File: config.mk
export PLATFORM = sky130hd
export DESIGN_NAME = seg_scan_ctrl
export DESIGN_NICKNAME = d
export VERILOG_FILES = /design/src/rtl/seg_scan_ctrl.sv
export SDC_FILE = /design/constraint.sdc
export NUM_CORES = 1
export LEC_CHECK = 0
export BUFFER_PORTS_ARGS = -buffer_cell sky130_fd_sc_hd__buf_4
export CAP_MARGIN = 5
export CORE_ASPECT_RATIO = 0.75
export CORE_UTILIZATION = 35
export CTS_CLUSTER_DIAMETER = 200
export DETAILED_ROUTE_END_ITERATION = 8
export MAX_ROUTING_LAYER = met4
export SETUP_SLACK_MARGIN = 0.05
export SYNTH_ARGS = -nofsm -noshare
export SYNTH_HDL_FRONTEND = slang
export SYNTH_SLANG_ARGS = --single-unit
File: constraint.sdc
create_clock -name clk -period 4.35 [get_ports clk]
set_clock_uncertainty 0.15 [all_clocks]
set_input_delay 0.2175 -clock clk [delete_from_list [all_inputs] [get_ports clk]]
set_output_delay 0.2175 -clock clk [all_outputs]
set_load 0.02 [all_outputs]
File: src/rtl/seg_scan_ctrl.sv
// Time-multiplexed scan controller for a common-anode 7-segment display with a
// double-buffered value. Define SEG_SCAN_LZ_BLANK_EN to blank leading-zero digits.
module seg_scan_ctrl #(
  parameter int unsigned NUM_DIGITS   = 4,
  parameter int unsigned DWELL_CYCLES = 50000,
  parameter int unsigned GAP_CYCLES   = 500
) (
  input  logic                    clk,
  input  logic                    reset,
  input  logic                    enable,
  input  logic                    load,
  input  logic [4*NUM_DIGITS-1:0] value_in,
  output logic                    pending,
  output logic                    frame_done,
  output logic [6:0]              seg,
  output logic [NUM_DIGITS-1:0]   dig_sel_n
);

  localparam int unsigned MaxCnt = (DWELL_CYCLES > GAP_CYCLES) ? DWELL_CYCLES : GAP_CYCLES;
  localparam int unsigned CntW   = (MaxCnt > 1) ? $clog2(MaxCnt) : 1;
  localparam int unsigned IdxW   = (NUM_DIGITS > 1) ? $clog2(NUM_DIGITS) : 1;
  localparam int unsigned VW     = 4 * NUM_DIGITS;

  localparam logic [CntW-1:0] DwellLast = CntW'(DWELL_CYCLES - 1);
  localparam logic [CntW-1:0] GapLast   = CntW'((GAP_CYCLES > 0) ? GAP_CYCLES - 1 : 0);
  localparam logic [IdxW-1:0] IdxLast   = IdxW'(NUM_DIGITS - 1);
  localparam bit              HasGap    = (GAP_CYCLES != 0);
  localparam logic [6:0]      Blank     = 7'h7F;

  typedef enum logic [1:0] {StOff, StShow, StGap} state_e;

  state_e                state_q, state_d;
  logic [IdxW-1:0]       idx_q, idx_d;
  logic [CntW-1:0]       cnt_q, cnt_d;
  logic [VW-1:0]         active_q, active_d;
  logic [VW-1:0]         shadow_q, shadow_d;
  logic                  pending_q, pending_d;
  logic                  frame_done_q, frame_done_d;
  logic [6:0]            seg_q, seg_d;
  logic [NUM_DIGITS-1:0] sel_q, sel_d;
  logic                  next_digit;
  logic [3:0]            nib;

  function automatic logic [6:0] decode(input logic [3:0] h);
    logic [6:0] s;
    unique case (h)
      4'h0: s = 7'h40;
      4'h1: s = 7'h79;
      4'h2: s = 7'h24;
      4'h3: s = 7'h30;
      4'h4: s = 7'h19;
      4'h5: s = 7'h12;
      4'h6: s = 7'h02;
      4'h7: s = 7'h78;
      4'h8: s = 7'h00;
      4'h9: s = 7'h10;
      4'hA: s = 7'h08;
      4'hB: s = 7'h03;
      4'hC: s = 7'h46;
      4'hD: s = 7'h21;
      4'hE: s = 7'h06;
      4'hF: s = 7'h0E;
    endcase
    return s;
  endfunction

`ifdef SEG_SCAN_LZ_BLANK_EN
  // upper_zero[i]: every nibble from digit i upward is zero
  logic [NUM_DIGITS-1:0] upper_zero;
  always_comb begin
    for (int i = 0; i < NUM_DIGITS; i++) begin
      upper_zero[i] = ((active_d >> (4 * i)) == '0);
    end
  end
`endif

  always_comb begin
    state_d      = state_q;
    idx_d        = idx_q;
    cnt_d        = cnt_q;
    active_d     = active_q;
    shadow_d     = shadow_q;
    pending_d    = pending_q;
    frame_done_d = 1'b0;
    next_digit   = 1'b0;

    unique case (state_q)
      StOff: begin
        if (load) begin
          active_d  = value_in;
          shadow_d  = value_in;
          pending_d = 1'b0;
        end
        if (enable) begin
          state_d = StShow;
          idx_d   = '0;
          cnt_d   = '0;
        end
      end
      StShow, StGap: begin
        if (load) begin
          shadow_d  = value_in;
          pending_d = 1'b1;
        end
        if (!enable) begin
          state_d = StOff;
          idx_d   = '0;
          cnt_d   = '0;
        end else if (state_q == StShow && cnt_q != DwellLast) begin
          cnt_d = cnt_q + 1'b1;
        end else if (state_q == StShow && HasGap) begin
          state_d = StGap;
          cnt_d   = '0;
        end else if (state_q == StGap && cnt_q != GapLast) begin
          cnt_d = cnt_q + 1'b1;
        end else begin
          next_digit = 1'b1;
        end
      end
      default: state_d = StOff;
    endcase

    if (next_digit) begin
      state_d = StShow;
      cnt_d   = '0;
      if (idx_q != IdxLast) begin
        idx_d = idx_q + 1'b1;
      end else begin
        // Frame boundary: a load on this very edge bypasses the shadow
        idx_d        = '0;
        frame_done_d = 1'b1;
        active_d     = load ? value_in : shadow_q;
        pending_d    = 1'b0;
      end
    end

    // Outputs are computed from next state so they change with the state entry
    seg_d = Blank;
    sel_d = '1;
    nib   = active_d[4*idx_d +: 4];
    if (state_d == StShow) begin
      sel_d[idx_d] = 1'b0;
      seg_d        = decode(nib);
`ifdef SEG_SCAN_LZ_BLANK_EN
      if (idx_d != '0 && upper_zero[idx_d]) seg_d = Blank;
`endif
    end
  end

  always_ff @(posedge clk) begin
    if (reset) begin
      state_q      <= StOff;
      idx_q        <= '0;
      cnt_q        <= '0;
      active_q     <= '0;
      shadow_q     <= '0;
      pending_q    <= 1'b0;
      frame_done_q <= 1'b0;
      seg_q        <= Blank;
      sel_q        <= '1;
    end else begin
      state_q      <= state_d;
      idx_q        <= idx_d;
      cnt_q        <= cnt_d;
      active_q     <= active_d;
      shadow_q     <= shadow_d;
      pending_q    <= pending_d;
      frame_done_q <= frame_done_d;
      seg_q        <= seg_d;
      sel_q        <= sel_d;
    end
  end

  assign pending    = pending_q;
  assign frame_done = frame_done_q;
  assign seg        = seg_q;
  assign dig_sel_n  = sel_q;

endmodule
* Word-level counts from Yosys, hierarchy flattened
Memory sizes are Yosys's and may differ from the RTL's. A register that Yosys moved wholly into a read port is not among the register bits. Index checks and enable logic that the tools add are counted.
Cells by class: add/subtract/negate cells 2, $lt $le $gt $ge 2, equal/unequal tests 8, shift-type cells 1, muxes and demuxes 35, bitwise operators 3, reductions and logical operators 11
Operators by type and width (count):
- two-way mux 16 bit | 10
- case mux 16 bit (2 select lines) | 1
- two-way mux 2 bit | 9
- adder 16 x 1 -> 16 bit (second input constant) | 1
- inequality test 16 bit (second input constant) | 1
- inequality test 16 x 9 -> 1 bit (second input constant) | 1
- variable part select 16 x 5 -> 4 bit | 1
- two-way mux 1 bit | 11
- case mux 2 bit (2 select lines) | 2
- OR reduction 2 bit | 4
- inequality test 5 bit (second input constant) | 1
- == test 2 x 1 -> 1 bit (second input constant) | 2
- inequality test 2 bit (second input constant) | 2
- NOT 4 bit | 1
- logical AND 1 bit | 3
- less-than comparator 2 x 3 -> 1 bit (second input constant) | 1
- AND reduction 3 bit | 1
- OR reduction 3 bit | 1
- adder 2 x 1 -> 2 bit (second input constant) | 1
- demux 1 bit (select 2 bit) | 1
- == test 2 bit (second input constant) | 1
- greater-or-equal comparator 2 x 1 -> 1 bit (second input constant) | 1
- zero test 2 bit | 1
- NOT 1 bit | 2
- other kinds (2) | 2
Storage, ports and cells: register bits after elaboration 58, bits in read-only memories 112, input bits 20, output and inout bits 13, memories 1
Memory list:
- (no name shown) | words 16, bits a word 7, rd ports 1, clocked after Yosys merged registers in 1, wr ports 0, line 46 | unique case (h)

* Depth between registers and ports, before layout
Gate-level depths: netlist of run 1.
word-level depth 13, gate-level depth with buffers 19, gate-level depth less buffers 16

* Worst setup path before layout of run 1
Ideal clock, no wire load.
path kind flip-flop to flip-flop, start register state_q[1], end register seg_q[6], in the netlist seg[6], library setup time 127 ps, data arrival time 3371 ps, data required time 4073 ps, setup slack 702 ps, stages on the path, launching flop included 17, clock period less this slack 3648 ps, cells stage by stage dfxtp_1 -> inv_1 -> ha_1 -> and3b_1 -> nand4_1 -> o21ai_2 -> buf_4 -> buf_6 -> mux2_2 -> o32ai_1 -> nor2_1 -> o221ai_1 -> inv_1 -> ha_1 -> mux2_2 -> nand2_1 -> o211ai_1
Between the ends: longest elaborated chain between the ends 11, elaborated cells on any way between the ends 26, classes of those cells eq/ne: 3; shift: 1; mux: 16; bitwise: 1; reduce/logical: 5
RTL lines:
- start: declaration | line 32 | state_e state_q, state_d;
- start signal: assignment | line 152 | state_q <= StOff;
- start signal: assignment | line 162 | state_q <= state_d;
- branches (longest 11 deep; another with two-way mux 16 bit)
- end: declaration | line 39 | logic [6:0] seg_q, seg_d;
Several ways; the timed one is not identified. A chain may end at the register's enable or synchronous reset.

* Final worst setup path of run 1
start register state_q[1], end register seg_q[1], in the netlist seg[1]
The elaborated chain is that of the path after synthesis.

==> results of run 1 <==
## logic make-up after synthesis
family | count (synthesis)
multiplexers | 32
flip-flops | 65
AND/OR/NAND/NOR | 165
AO/OA/AOI/OAI | 71
adder cells (fa/ha/maj) | 13
buffers and inverters | 30
XOR/XNOR | 13
## worst min-delay path, cell delays in order
cell	delay (ps)
buf_4	120
nand2_1	60
a21oi_1	50
## state kept, by name, summed over array words and instances, names as in the netlist
| name | count |
|---|---|
| cnt_q | 16 |
| state_q | 2 |
| shadow_q | 16 |
| active_q | 16 |
| dig_sel_n | 4 |
| frame_done | 1 |
| idx_q | 2 |
| seg | 7 |
| pending | 1 |
## through the flow
| step | worst slack (ps) | hold slack (ps) | util [%] | instances | power, µW |
|---|---|---|---|---|---|
| after floorplan | 702 | 203 | - | 389 | 982 |
| after global placement | 651 | 296 | 40.7 | 539 | 1090 |
| after detailed placement | 530 | 295 | 40.7 | 539 | 1100 |
| after CTS | 483 | 3.83 | 46.1 | 570 | 1960 |
| after global routing | 161 | 18.3 | 46.1 | 570 | 2040 |
| final | 447 | 9.73 | 46.1 | 570 | 1950 |
## Yosys cell counts, drive strengths merged (2+ instances only)
master   n  area [µm²]
dfxtp   65        1300
nand2   52         215
nor2    47         176
a21oi   26         130
mux2i   22         236
nor3    16        91.3
ha      13         163
inv     12        45.0
nand3   11        60.1
o21ai   11        58.8
xor2    11        96.3
clkbuf  10        41.3
mux2    10         120
buf      8        75.1
nand2b   8        52.6
a211oi   5        37.5
o211ai   5        42.5
a22oi    4        30.0
and2     4        25.0
and3     4        26.3
nand4    4        25.0
nor2b    4        25.0
o32ai    4        35.0
or3      4        31.3
o221ai   3        26.3
a221o    2        20.0
a32oi    2        17.5
nand4b   2        23.8
nor4     2        12.5
o31a     2        18.8
xnor2    2        17.5
## power by group
group	total (µW)	switching (µW)	leakage (µW)	internal [µW]
clock	845	279	0.000172	566
combinational	435	250	0.000996	185
sequential	665	21.5	0.000533	644
total	1950	551	0.00170	1390
## what timing repair did
action,in CTS,in global routing
endpoints found under the setup margin,0,0
resized for setup,0,0
hold endpoints to repair,15,0
hold buffers,15,0
## routing by layer
layer	global-route usage (%)	wire length, µm	vias to the layer above
li1	-	-	1465
met1	23.8	4090	1368
met2	26.1	3430	82
met3	5.01	556	11
met4	7.46	121	0
met5	-	0	-
## how the worst max path moves through the flow
stage	startpoint	endpoint	slack [ps]	cells after the start
3_5_place_dp	state_q[1]$_SDFF_PP0_	seg[1]$_SDFF_PP1_	530	13
2_1_floorplan	state_q[1]$_SDFF_PP0_	seg[6]$_SDFF_PP1_	700	16
6_report	state_q[1]$_SDFF_PP0_	seg[1]$_SDFF_PP1_	450	13
4_1_cts	state_q[1]$_SDFF_PP0_	seg[3]$_SDFF_PP1_	480	15
3_3_place_gp	state_q[1]$_SDFF_PP0_	seg[3]$_SDFF_PP1_	650	16
5_1_grt	state_q[1]$_SDFF_PP0_	seg[1]$_SDFF_PP1_	160	13
## cell type report
class | count | area (µm²) | share of cell area (%)
multi-input cells | 294 | 1950 | 45.7
clock buffers | 9 | 225 | 5.27
well taps | 128 | 160 | 3.75
flip-flops and latches | 65 | 1300 | 30.5
inverters | 12 | 45.0 | 1.05
clock inverters | 7 | 128 | 2.99
repair buffers | 55 | 463 | 10.8
==> results.md, run 1 <==
- CTS root buffer: clkbuf_16
- Port bufs: 32
- Drt first pass iters: 4
- Asr flop ratio synth: 0%
- Worst reg2reg path depth: 13
- Count of final hold-check violations: 0
- Hold Crit Class: in2reg
- Slew @ Worst Pin: 690 ps
- Simple-gate area share of the yosys netlist: 24.2%
- # IOs: 33
- DRC: 0
- Max frequency: 256 MHz
- Fillers: 894
- H-tree levels: 3
- Worst endpoint required time: 4420 ps
- Worst Setup Start Kind: flop
- EDFF count, synth: 0
- Vias per cell: 5.13
- CTS tree: yes
- Initial Util: 36.8%
- Synth Area in XOR/XNOR: 3.34%
- Post-synth cell types: 64
- Syn nets: 422
- Maximum clock path buffer count: 2
- Cts bufs inserted: 9
- FF+latch count, synth: 65
- Setup TNS: 0 ps
- GRT overflow: 0
- Initial antenna violation count: 0
- Synth Flop Type: dfxtp_1
- Total number of vias: 2,926
- RR Endpoint: seg[1]$_SDFF_PP1_
- Setup bufs post-CTS: 0
- Compound-Gate Fraction of Synth Area: 14.4%
- Hold Path Cell Cnt: 3
- Hpwl dp: 5810 µm
- Routed WL: 8190 µm
- Post-layout instance area: 4270 µm²
- Cells after Synth: 389
- Syn. warnings: 0
- Final setup fails: 0
- Core Box Area: 9270 µm²
- Largest net degree at the start of global routing: 39
- P&R area growth vs syn: 25.2%
- Worst-Skew Late Latency: 340 ps
- Final worst path period share: 89.7%
- Crit path buffers/inverters: 2
- Max cap viols: 0
- Critical Path End Type: flop
- R2R Path Start: state_q[1]$_SDFF_PP0_
- Largest family of logic cells by synthesized area: simple AND/OR/NAND/NOR gates
- R2r setup slk: 450 ps
- Peak supply drop: 0.219 mV
- Most common cell after layout, fill and taps aside: dfxtp_1
- GPL Wtd Cong: 0.835
- Hold_sp: value_in[9]
- Leakage Power: 0.00170 µW
- Die width: 116 µm
- Final Max Slew Viols: 0
- Adder-cell share of the synthesized area: 4.77%
- Vias in the first global route: 2,759
- Initial DRC Count: 213
- Die area: 10,200 µm²
- Placed Area: 3770 µm²
- Mux contribution to synthesized area: 10.4%
- Slew Limit Headroom: 54.0%
- First-pass GRT wire length: 13,500 µm
- Run status: finished clean
- Slowest stage delay, CP: 480 ps
- N_diodes: 0
- WHS Endpoint: shadow_q[9]$_SDFFE_PP0N_
- Share of cells above drive strength 1: 19.7%
- Clk slew on worst S/H paths: 50 ps
- Most frequent cells in the layout: dfxtp_1 (65), nand2_1 (48), nor2_1 (47)
- Power Density: 455 nW/µm²
- Mapped Area: 3410 µm²
- Min Tclk post-route: 3900 ps
- WS Path Type: reg2reg
- CP arrival: 3970 ps
- Crit-path cells: inv_1, ha_1, and3b_1, nand4_1, o211ai_2, nand2_1, o21ai_0, o211ai_1, inv_1, ha_1, o21ai_1, mux2_4, nand2_2
- Register area share after synthesis: 38.1%
- Die height: 87.5 µm
- GRT Resource Usage Total: 18.2%
- RSZ-0062 raised after global routing: false
- Crit Path Max Fanout: 10
- Final ANT Viol Nets: 0
- Wire per inst: 14.4 µm
- CP top delay family: compound AO/OA/AOI/OAI gates
- Syn_area_per_cell: 8.77 µm²
- Cell row count: 30
- Total clock sinks: 65
- Fin nets: 470
- Slowest CP cell: o21ai_0
Note: power is estimated with default switching activity, not from simulation.
==> run 2, diff against run 1 <==
- PLACE_DENSITY: default -> 0.63
==> run 2 against run 1 <==
Against the previous run:
- total power up 1.4%
- critical path depth up 1
- die area unchanged
- cell count down 0.18%
- combinational power down 0.9%
- maximum frequency down 3.7%
- wire length up 0.63%
- final area about the same
- via count up 0.17%
- count of clock-buffer cells in the layout up 3
- critical path type unchanged
- critical endpoint is now seg[5]$_SDFF_PP1_
- largest power group unchanged
==> results.md, run 2 (synthesis results as in run 1) <==
- Run status: finished clean
- Initial antenna violation count: 0 (unchanged)
- DRC: 0 (unchanged)
- Setup bufs post-CTS: 0 (unchanged)
- N_diodes: 0 (unchanged)
- Hold_sp: value_in[3]
- Final worst path period share: 93.1% (+3.4 points)
- Met1 wire length: 4380 µm (+7.1%)
- Die height: 87.5 µm (unchanged)
- Biggest regs: active_q x16, cnt_q x16, shadow_q x16
- Slowest stage delay, CP: 440 ps (-40 ps)
- WHS Endpoint: shadow_q[3]$_SDFFE_PP0N_
- Drt first pass iters: 4 (unchanged)
- CTS tree: yes
- Final Max Slew Viols: 0 (unchanged)
- Hold Crit Class: in2reg
- Worst Setup Start Kind: flop
- First-pass GRT wire length: 13,500 µm (+0.36%)
- Worst endpoint required time: 4400 ps (-20 ps)
- RSZ-0062 raised after global routing: false
- Combinational share of power: 21.9% (-0.5 points)
- Int Pwr: 1430 µW (+2.9%)
- Crit-path cells: inv_1, ha_1, and3b_1, nand4_1, o211ai_2, nand2_1, o21ai_0, a22oi_1, o221ai_1, inv_1, ha_1, mux2_2, nand2_1, o211ai_1
- Setup TNS: 0 ps (unchanged)
- CTS root buffer: clkbuf_16
- Initial DRC Count: 206 (-3.3%)
- Max frequency: 247 MHz (-3.7%)
- Largest net degree at the start of global routing: 39 (unchanged)
- Peak supply drop: 0.239 mV (+9.0%)
- Total clock sinks: 65 (unchanged)
- Die width: 116 µm (unchanged)
- Critical Path End Type: flop
- Clock power frac: 44.3% (+0.9 points)
- Core Box Area: 9270 µm² (unchanged)
- GRT Resource Usage Total: 18.3% (+0.10 points)
- Sw Pwr: 538 µW (-2.2%)
- Min Tclk post-route: 4050 ps (+148 ps)
- Power Density: 462 nW/µm² (+1.5%)
- Slew Limit Headroom: 52.2% (-1.8 points)
- Hpwl dp: 5840 µm (+0.61%)
- Initial Util: 36.8% (unchanged)
- P&R area growth vs syn: 25.1% (about the same)
- Cts bufs inserted: 9 (unchanged)
- Total number of vias: 2,931 (+0.17%)
- Most common cell after layout, fill and taps aside: dfxtp_1
- RR Endpoint: seg[5]$_SDFF_PP1_
- Vias in the first global route: 2,763 (+0.14%)
- CP arrival: 4100 ps (+130 ps)
- Slew @ Worst Pin: 717 ps (+27.3 ps)
- Worst-Skew Late Latency: 340 ps (about the same)
- Finished Core Util: 46.1% (about the same)
- GRT overflow: 0 (unchanged)
- Final ANT Viol Nets: 0 (unchanged)
- Met3 Wirelength: 377 µm (-32%)
- H-tree levels: 3 (unchanged)
- WL met2: 3360 µm (-1.9%)
- GPL Wtd Cong: 0.831 (-0.46%)
- Die area: 10,200 µm² (unchanged)
- Hold Path Cell Cnt: 3 (unchanged)
- WS Path Type: reg2reg
- Top Metal Used: met4
- Most frequent cells in the layout: dfxtp_1 (65), nand2_1 (48), nor2_1 (47)
- # IOs: 33 (unchanged)
- Max cap viols: 0 (unchanged)
- Switching Share: 27.3% (-1.0 points)
- Fin nets: 469 (-0.21%)
- Leakage Power: 0.00170 µW (-0.16%)
- Maximum clock path buffer count: 2 (unchanged)
- Routed WL: 8250 µm (+0.63%)
- Seq pwr share: 33.8% (-0.4 points)
- R2r setup slk: 300 ps (-150 ps)
- Cell row count: 30 (unchanged)
- Slowest CP cell: o211ai_2
- Wire per inst: 14.5 µm (+0.81%)
- Crit Path Max Fanout: 10 (unchanged)
- Vias per cell: 5.15 (+0.35%)
- Worst reg2reg path depth: 14 (+1)
- Share of cells above drive strength 1: 19.5% (-0.18 points)
- Clk slew on worst S/H paths: 60 ps (about the same)
- Count of final hold-check violations: 0 (unchanged)
- Port bufs: 32 (unchanged)
- Fillers: 906 (+1.3%)
- Final setup fails: 0 (unchanged)
- R2R Path Start: state_q[0]$_SDFF_PP0_
## run 2: final cells by class
type / instances / area (µm²) / share of cell area (%)
Multi-Input combinational cell: 294 / 1960 / 45.8
Timing Repair Buffer: 54 / 443 / 10.4
Tap cell: 128 / 160 / 3.75
Clock buffer: 12 / 267 / 6.24
Sequential cell: 65 / 1300 / 30.5
Inverter: 12 / 45.0 / 1.05
Clock inverter: 4 / 97.6 / 2.28
## run 2: worst max-delay path by stage
| stage | endpoint | start | cells after the start |
|---|---|---|---|
| 3_5_place_dp | seg[3]$_SDFF_PP1_ | state_q[1]$_SDFF_PP0_ | 15 |
| 4_1_cts | seg[3]$_SDFF_PP1_ | state_q[0]$_SDFF_PP0_ | 15 |
| 3_3_place_gp | seg[3]$_SDFF_PP1_ | state_q[0]$_SDFF_PP0_ | 15 |
| 6_report | seg[5]$_SDFF_PP1_ | state_q[0]$_SDFF_PP0_ | 14 |
| 2_1_floorplan | seg[6]$_SDFF_PP1_ | state_q[1]$_SDFF_PP0_ | 16 |
| 5_1_grt | seg[3]$_SDFF_PP1_ | state_q[0]$_SDFF_PP0_ | 15 |
## run 2: power by group through the flow
| stage | Combinational, µW | Clock [µW] | Sequential (µW) |
|---|---|---|---|
| global route | 477 | 910 | 672 |
| detailed placement | 415 | 0 | 680 |
| finish | 431 | 874 | 668 |
| CTS | 428 | 893 | 667 |
| floorplan | 285 | 0 | 697 |
| global placement | 406 | 0 | 679 |
## run 2: repair_timing
| item | CTS | global route |
|---|---|---|
| endpoints found under the hold margin | 15 | 0 |
| hold buffers | 15 | 0 |
| resized for setup | 0 | 1 |
| setup endpoints to repair | 0 | 3 |
## run 2: critical path, delay by kind of cell (launching register included)
| family | cells | cell delay (ps) |
|---|---|---|
| muxes | 1 | 280 |
| and+or+nand+nor | 4 | 890 |
| AOI/OAI and AO/OA | 5 | 1240 |
| DFF | 1 | 390 |
| adders and majority gates | 2 | 690 |
| buffers and inverters | 2 | 270 |
## run 2: metrics by stage
| step | hold WS (ps) | setup slack [ps] | power (µW) | instance area, µm² | std cells |
|---|---|---|---|---|---|
| after detailed placement | 302 | 326 | 1100 | 3750 | 538 |
| after floorplan | 203 | 702 | 982 | 3410 | 389 |
| after global routing | 25.1 | 33.1 | 2060 | 4270 | 569 |
| after global placement | 294 | 548 | 1080 | 3750 | 538 |
| after CTS | 0.110 | 288 | 1990 | 4260 | 569 |
| final | 9.80 | 299 | 1970 | 4270 | 569 |
## run 2: metal layers
metal	track usage, %	vias up
met2	26.3	53
met1	23.8	1390
li1	-	1476
met5	-	-
met3	5.71	12
met4	6.64	0
